===== src/rtl/sipo_deserializer_if.sv =====
// rtl/sipo_deserializer_if.sv - serial input and parallel output handshake bundle for sipo_deserializer
interface sipo_deserializer_if #(
    parameter int WIDTH = 8
);
    logic             bit_in;
    logic             bit_valid;
    logic             out_ready;
    logic [WIDTH-1:0] data_out;
    logic             data_valid;

    modport master (
        output bit_in,
        output bit_valid,
        output out_ready,
        input  data_out,
        input  data_valid
    );

    modport slave (
        input  bit_in,
        input  bit_valid,
        input  out_ready,
        output data_out,
        output data_valid
    );
endinterface


===== src/rtl/sipo_deserializer.sv =====
// rtl/sipo_deserializer.sv - serial-in parallel-out deserializer with one-word output buffer and overrun flag
module sipo_deserializer #(
    parameter int WIDTH     = 8,
    parameter int MSB_FIRST = 1,
    localparam int CW       = $clog2(WIDTH + 1)
) (
    input  logic          clk,
    input  logic          rst,
    sipo_deserializer_if.slave bus,
    input  logic          flush,
    input  logic          clr_ovr,
    output logic [CW-1:0] bit_cnt,
    output logic          overrun
);
    typedef enum logic {EMPTY, FULL} state_t;

    state_t           state_q, state_d;
    logic [WIDTH-1:0] shift_q, shift_d;
    logic [WIDTH-1:0] data_q, data_d;
    logic [CW-1:0]    cnt_q, cnt_d;
    logic             ovr_q, ovr_d;

    logic [WIDTH-1:0] shift_next;
    logic             capture;
    logic             complete;
    logic             accept;

    assign shift_next = (MSB_FIRST != 0) ? {shift_q[WIDTH-2:0], bus.bit_in}
                                         : {bus.bit_in, shift_q[WIDTH-1:1]};
    assign capture    = bus.bit_valid && !flush;
    assign complete   = capture && (cnt_q == CW'(WIDTH - 1));
    assign accept     = (state_q == FULL) && bus.out_ready;

    always_comb begin
        state_d = state_q;
        shift_d = shift_q;
        data_d  = data_q;
        cnt_d   = cnt_q;
        ovr_d   = ovr_q;

        if (flush) begin
            shift_d = '0;
            cnt_d   = '0;
        end else if (capture) begin
            if (complete) begin
                shift_d = '0;
                cnt_d   = '0;
            end else begin
                shift_d = shift_next;
                cnt_d   = cnt_q + CW'(1);
            end
        end

        // A completed word only has a home if the buffer is empty or being drained this edge.
        if (complete) begin
            if (state_q == EMPTY || accept) begin
                data_d  = shift_next;
                state_d = FULL;
            end
        end else if (accept) begin
            state_d = EMPTY;
        end

        if (complete && state_q == FULL && !accept) begin
            ovr_d = 1'b1;
        end else if (clr_ovr) begin
            ovr_d = 1'b0;
        end
    end

    always_ff @(posedge clk or posedge rst) begin
        if (rst) begin
            state_q <= EMPTY;
            shift_q <= '0;
            data_q  <= '0;
            cnt_q   <= '0;
            ovr_q   <= 1'b0;
        end else begin
            state_q <= state_d;
            shift_q <= shift_d;
            data_q  <= data_d;
            cnt_q   <= cnt_d;
            ovr_q   <= ovr_d;
        end
    end

    assign bus.data_out   = data_q;
    assign bus.data_valid = (state_q == FULL);
    assign bit_cnt        = cnt_q;
    assign overrun        = ovr_q;
endmodule


===== src/flat_wrapper.sv =====
// flat-port wrapper written by rule: the top's interface ports become plain ports
module sipo_deserializer_flat 
#(
    parameter int WIDTH     = 8,
    parameter int MSB_FIRST = 1,
    localparam int CW       = $clog2(WIDTH + 1)
)
  (clk, rst, flush, clr_ovr, bit_cnt, overrun, bus_bit_in, bus_bit_valid, bus_out_ready, bus_data_out, bus_data_valid);
  sipo_deserializer_if #(.WIDTH(WIDTH)) bus_i ();
  input  logic clk;
  input  logic rst;
  input  logic flush;
  input  logic clr_ovr;
  output logic [CW-1:0] bit_cnt;
  output logic overrun;
  input wire logic [$bits(bus_i.bit_in)-1:0] bus_bit_in;
  input wire logic [$bits(bus_i.bit_valid)-1:0] bus_bit_valid;
  input wire logic [$bits(bus_i.out_ready)-1:0] bus_out_ready;
  output wire logic [$bits(bus_i.data_out)-1:0] bus_data_out;
  output wire logic [$bits(bus_i.data_valid)-1:0] bus_data_valid;
  assign bus_i.bit_in = bus_bit_in;
  assign bus_i.bit_valid = bus_bit_valid;
  assign bus_i.out_ready = bus_out_ready;
  assign bus_data_out = bus_i.data_out;
  assign bus_data_valid = bus_i.data_valid;
  sipo_deserializer #(.WIDTH(WIDTH), .MSB_FIRST(MSB_FIRST)) u_core (.clk(clk), .rst(rst), .bus(bus_i), .flush(flush), .clr_ovr(clr_ovr), .bit_cnt(bit_cnt), .overrun(overrun));
endmodule

===== config.mk =====
export PLATFORM = sky130hd
export DESIGN_NAME = sipo_deserializer_flat
export DESIGN_NICKNAME = d
export VERILOG_FILES = /design/src/rtl/sipo_deserializer_if.sv /design/src/rtl/sipo_deserializer.sv /design/src/flat_wrapper.sv
export SDC_FILE = /design/constraint.sdc
export NUM_CORES = 1
export LEC_CHECK = 0
export ABC_CLOCK_PERIOD_IN_PS = 4500
export CORE_MARGIN = 2
export CORE_UTILIZATION = 50
export DETAILED_ROUTE_END_ITERATION = 10
export PLACE_DENSITY = 0.91
export SKIP_LAST_GASP = 1
export SLEW_MARGIN = 10
export SYNTH_ARGS = -nofsm -noshare
export SYNTH_HDL_FRONTEND = slang
export SYNTH_SLANG_ARGS = --single-unit

===== constraint.sdc =====
create_clock -name clk -period 4.5 [get_ports clk]
set_clock_uncertainty 0.1 [all_clocks]
set_input_delay 0.9 -clock clk [delete_from_list [all_inputs] [get_ports clk]]
set_output_delay 0.9 -clock clk [all_outputs]
set_load 0.02 [all_outputs]

==> summary.md, run 1 <==
| Metric | Value |
|---|---|
| Rows | 15 |
| Max cap viols | 0 |
| Post-Place Setup Slack | 1990 ps |
| 1st-pass router iterations | 4 |
| Hold Fails Final Rpt | 0 |
| Post-Synth XOR/XNOR Area | 0.0202 |
| Setup TNS Final | 0 ps |
| Routability cong. | around 0.74 |
| Overall routing resource usage | 0.174 |
| Power Density | 281 nW/um2 |
| Simple-gate share of the synthesized area | 0.0795 |
| Slowest-stage cell, CP | clkdlybuf4s50_1 |
| Initial Util | 0.518 |
| Slowest stage delay, CP | 630 ps |
| Antenna cell count | 0 |
| Setup crit end kind | output pin |
| Hpwl dp | 1.02 mm |
| FMAX | between 0.4 and 0.5 GHz |
| Crit Path Max Fanout | 4 |
| Clock transition at path regs | 120 ps |
| Final Util | 0.658 |
| Multiplexer share of the synthesized area | 0.163 |
| Final worst slack | 2120 ps |
| Worst-Margin Slew | ~760 ps |
| Nets | 90 |
| Most common cell after layout, fill and taps aside | dfrtp_1 |
| I/O Pins | 21 |
| Synth top area cells | dfrtp_1 61%, mux2_4 14%, a22o_1 8.1% |
| Die area | 2080 um2 |
| Synth top area share | 0.607 |
| DR vias | 539 |
| Crit path max-delay family | buffers and inverters |
| Hold_buf cts | 0 |
| Grt total ovfl | 0 |
| DRT iter0 DRCs | 20 |
| Worst relative slew slack | 0.492 |
| Final period utilization | 0.528 |
| Placed Cells | 94 |
| Crit path buf inv count | 1 |
| Synth Register Bits | 21 |
| Mapped Cells | 59 |
| Syn nets | 67 |
| TritonCTS Sinks | 21 |
| WL/cell | 14.9 um |
| Chip height | 45.6 um |
| First-pass GRT wire length | 2.49 mm |
| Arr. time, crit path | about 1400 ps |
| Crit path required time | 3500 ps |
| CTS tree | built |
| Largest net degree at the start of global routing | 22 |
| Main combinational cell family by area after synthesis | multiplexers |
| Core area | 1670 um2 |
| Root Driver | clkbuf_4 |
| Setup bufs post-CTS | 0 |
| TritonCTS buffer count | 3 |
| Mapped cell area | around 870 um2 |
| Startpoint types | flip-flop |
| Number of global-route vias before repair | 518 |
| Port Buffers | 20 |
| RSZ-0062 raised after global routing | no |
| Layout cells sized above 1 | 0.185 |
| Worst Hold Class | flip-flop to flip-flop |
| Final ANT Viol Nets | 0 |
| Post-synthesis sequential area ratio | 0.607 |
| Post-synthesis adder-cell area fraction | 0.0145 |
| Routed wire length | 1.46 mm |
| Yosys warns | 0 |
| CTS max path bufs | 2 |
| CTS H-tree lvls | 1 |
| Most frequent cells in the layout | 21 x dfrtp_1, 20 x clkdlybuf4s50_1, 8 x mux2_4, 8 x a22o_1 |
| WS Path Type | flip-flop to output pin |
| Non-Filler Instances | 98 |
| Compound-Gate Fraction of Synth Area | 0.0882 |
| Post-DR vias/cell | 5.50 |
| DRC | 0 |
| Clock Latency Late Sink | roughly 310 ps |
| Critical Path, Cell by Cell | clkdlybuf4s50_1 |
| Area Growth Syn to Fin | 26.9% |
| Power Total | between 300 and 400 uW |
| Setup-failing EPs final | 0 |
| Initial antenna violation count | 0 |
| Post-synth top area cell | dfrtp_1 |
| Leakage | slightly above 0.5 nW |
| Final min period | 2380 ps |
| Resize count post-CTS | 0 |
| Chip Width | between 40 and 50 um |
| Status | finished clean |
| Fin. max-slew vios | 0 |
| Synth Area per Inst | 14.7 um2 |
| Worst vdd ir | roughly 0.00017 V |
| Yosys cell types | 20 |
-- registers in the layout, summed over array words and instances, names as in the netlist --
signal and flops:
u_core.bit_cnt 4, u_core.bus.data_out 8, u_core.bus.data_valid 1, u_core.overrun 1, u_core.shift_q 7
-- path summary, 6_finish.rpt --
check                                       startpoint                endpoint  slack [ps]  cells past startpoint
worst min register to register  u_core.bus.data_out[3]  u_core.bus.data_out[3]         430                      1
worst max register to register       u_core.bit_cnt[0]       u_core.bit_cnt[0]        2780                      4
min in group asynchronous                          rst  u_core.bus.data_out[4]         910                      2
worst min-delay path            u_core.bus.data_out[3]  u_core.bus.data_out[3]         430                      1
worst max-delay path                 u_core.bit_cnt[3]              bit_cnt[3]        2120                      1
max in group asynchronous                          rst       u_core.bit_cnt[1]        2910                      2
-- Yosys cell counts --
cell / n
nand2_1: 3
a22o_1: 8
dfrtp_1: 21
nor2_1: 3
xnor2_1: 1
ha_1: 1
xor2_1: 1
nor2b_2: 1
and3_4: 1
mux2i_1: 1
nand2b_1: 1
mux2_4: 8
and3b_1: 1
mux2_2: 1
inv_1: 2
buf_6: 1
nand3_1: 1
nor2b_1: 1
buf_2: 1
o22ai_1: 1
-- cells by family after synthesis --
family	count (synthesis)
AO/OA/AOI/OAI	9
flip-flops	21
multiplexers	10
XOR/XNOR	2
buffers and inverters	4
adder cells (fa/ha/maj)	1
AND/OR/NAND/NOR	12
-- power breakdown --
part | leakage (nW) | switching [mW] | total (mW) | internal (mW)
clock | 0.0177 | 0.0589 | 0.0922 | 0.0333
sequential | 0.291 | 0.00267 | 0.194 | 0.191
combinational | 0.211 | 0.0118 | 0.0229 | 0.0112
-- final cells by class --
| class | instances | area (um2) |
|---|---|---|
| fill | 124 | 572 |
| tap | 17 | 21.3 |
| timing repair buffer | 20 | 200 |
| clock buffer | 3 | 22.5 |
| clock inverter | 1 | 5.00 |
| sequential | 21 | 526 |
| multi-input combinational | 34 | 317 |
| inverter | 2 | 7.51 |
-- layer usage --
layer	global-route usage	share of wire	up-vias
met4	0.106	0.029	0
met5	0	0	-
met3	0.0278	0.045	5
met2	0.262	0.49	19
met1	0.235	0.43	263
li1	-	-	252
-- through the flow --
step | hold slack (ps) | area, um2
3_5_place_dp | 396 | 1070
5_1_grt | 447 | 1100
2_1_floorplan | 373 | 866
6_report | 425 | 1100
3_3_place_gp | 393 | 1070
4_1_cts | 426 | 1100
Power figures use the tool's default switching activity.
==> inputs of run 2 (changes only) <==
Settings changed: ABC_CLOCK_PERIOD_IN_PS 4500 to 2200, CORE_UTILIZATION 50 to 47, PLACE_DENSITY 0.91 to 0.86.
Clock period 4.5 ns to 2.2 ns, I/O delays scaled along.
==> run 2 against run 1 <==
Sequential share of layout area is 1.1 points lower; first-iteration DRC count is 75% lower; cell count is 10% higher; combinational power is 120% higher; register-to-register slack worse by 2300 ps; flip-flop and latch count stayed put; global-route usage is 1.6 points lower; critical path type unchanged; highest routed layer is now met3.
==> summary.md, run 2 (synthesis results as in run 1) <==
| Metric | Value |
|---|---|
| Reg2Reg Setup Slack | 460 ps |
| Largest net degree at the start of global routing | 22 |
| Antenna cell count | 0 |
| Worst relative slew slack | 0.621 |
| Crit path buf inv count | 1 |
| Power Total | roughly 640 uW |
| Nets | 92 |
| Hold Fails Final Rpt | 0 |
| Initial antenna violation count | 0 |
| WL/cell | 13.6 um |
| TritonCTS buffer count | 3 |
| DRC | 0 |
| Clock Latency Late Sink | 310 ps |
| CTS H-tree lvls | 1 |
| Routed wire length | around 1.5 mm |
| Root Driver | clkbuf_4 |
| Setup crit end kind | output pin |
| CTS max path bufs | 2 |
| Final instance area | 1120 um2 |
| I/O Pins | 21 |
| Critical Path, Cell by Cell | clkdlybuf4s50_1 |
| Setup TNS Final | 0 ps |
| Placed cell area | 1100 um2 |
| FMAX | 0.519 GHz |
| Power Density | roughly 570 nW/um2 |
| DRT iter0 DRCs | 5 |
| 1st-pass router iterations | 2 |
| Worst vdd ir | between 0.0003 and 0.0004 V |
| Chip height | 46.9 um |
| Resize count post-CTS | 0 |
| Rows | 15 |
| Register-to-Register Path Depth | 4 |
| Final period utilization | 0.876 |
| Setup bufs post-CTS | 0 |
| Worst Hold Class | primary input to async pin |
| Clock transition at path regs | between 100 and 150 ps |
| RSZ-0062 raised after global routing | no |
| DR vias | approximately 540 |
| First-pass GRT wire length | 2.44 mm |
| Worst hold margin | 349 ps |
| Crit path max-delay family | buffers and inverters |
| Layout cells sized above 1 | 0.205 |
| Most frequent cells in the layout | 21 x dfrtp_1, 20 x clkdlybuf4s50_1, 8 x mux2_4, 8 x a22o_1 |
| Status | finished clean |
| Slowest stage delay, CP | 650 ps |
| Worst-Margin Slew | 568 ps |
| Grt total ovfl | 0 |
| Final ANT Viol Nets | 0 |
| Slowest-stage cell, CP | clkdlybuf4s50_1 |
| Setup-failing EPs final | 0 |
| WS Path Type | flip-flop to output pin |
| Core area | 1730 um2 |
| Port Buffers | 20 |
| Number of global-route vias before repair | 581 |
| Area Growth Syn to Fin | 29.8% |
| Die area | 2200 um2 |
| Max cap viols | 0 |
| Startpoint types | flip-flop |
| Crit Path Max Fanout | 4 |
| Post-DR vias/cell | 5.03 |
| Arr. time, crit path | 1390 ps |
| Largest register FFs | 8 |
| # fillers | 138 |
| Initial Util | 0.501 |
| Chip Width | roughly 47 um |
| Final min period | between 1500 and 2000 ps |
| Critical path depth in cells | 1 |
| Crit path required time | 1660 ps |
| Hpwl dp | 1.06 mm |
| Overall routing resource usage | 0.158 |
| TritonCTS Sinks | 21 |
| CTS tree | built |
| Hold_buf cts | 0 |
| Leakage | between 0.5 and 0.6 nW |
| Fin. max-slew vios | 0 |
| Most common cell after layout, fill and taps aside | dfrtp_1 |
| Routability cong. | about 0.8 |
[run 2: layout make-up]
type	count	area [um2]	share of cell area
flip-flops and latches	21	526	0.468
multi-input cells	34	317	0.282
repair buffers	22	215	0.192
well taps	25	31.3	0.0278
clock buffers	3	22.5	0.0200
inverters	2	7.51	0.00668
clock inverters	1	5.00	0.00445
[run 2: path summary, 6_finish.rpt]
path / from / end
hold / removal: rst / u_core.bit_cnt[1]
setup reg to reg: u_core.bit_cnt[0] / u_core.bit_cnt[0]
setup / recovery: u_core.bit_cnt[0] / bit_cnt[0]
min in group clk: u_core.bus.data_out[7] / u_core.bus.data_out[7]
hold reg to reg: u_core.bus.data_out[7] / u_core.bus.data_out[7]
max in group asynchronous: rst / u_core.shift_q[2]
[run 2: metrics by stage]
stage / utilization / instances / worst slack [ps]
after floorplan: - / 59 / 522
after global placement: 0.635 / 104 / 178
after detailed placement: 0.635 / 104 / 109
after CTS: 0.651 / 108 / 275
after global routing: 0.651 / 108 / 233
final: 0.651 / 108 / 273
[run 2: per-layer routing]
layer,global-route usage,share of wire,up-vias
li1,-,-,256
met1,0.214,0.49,273
met2,0.236,0.46,14
met3,0.0423,0.045,0
met4,0.0778,0,0
met5,0,0,-
[run 2: report_power, final]
| group | switching, mW | total (mW) | internal, mW |
|---|---|---|---|
| registers | 0.00595 | 0.397 | 0.391 |
| clock network | 0.120 | 0.188 | 0.0679 |
| logic | 0.0257 | 0.0511 | 0.0254 |
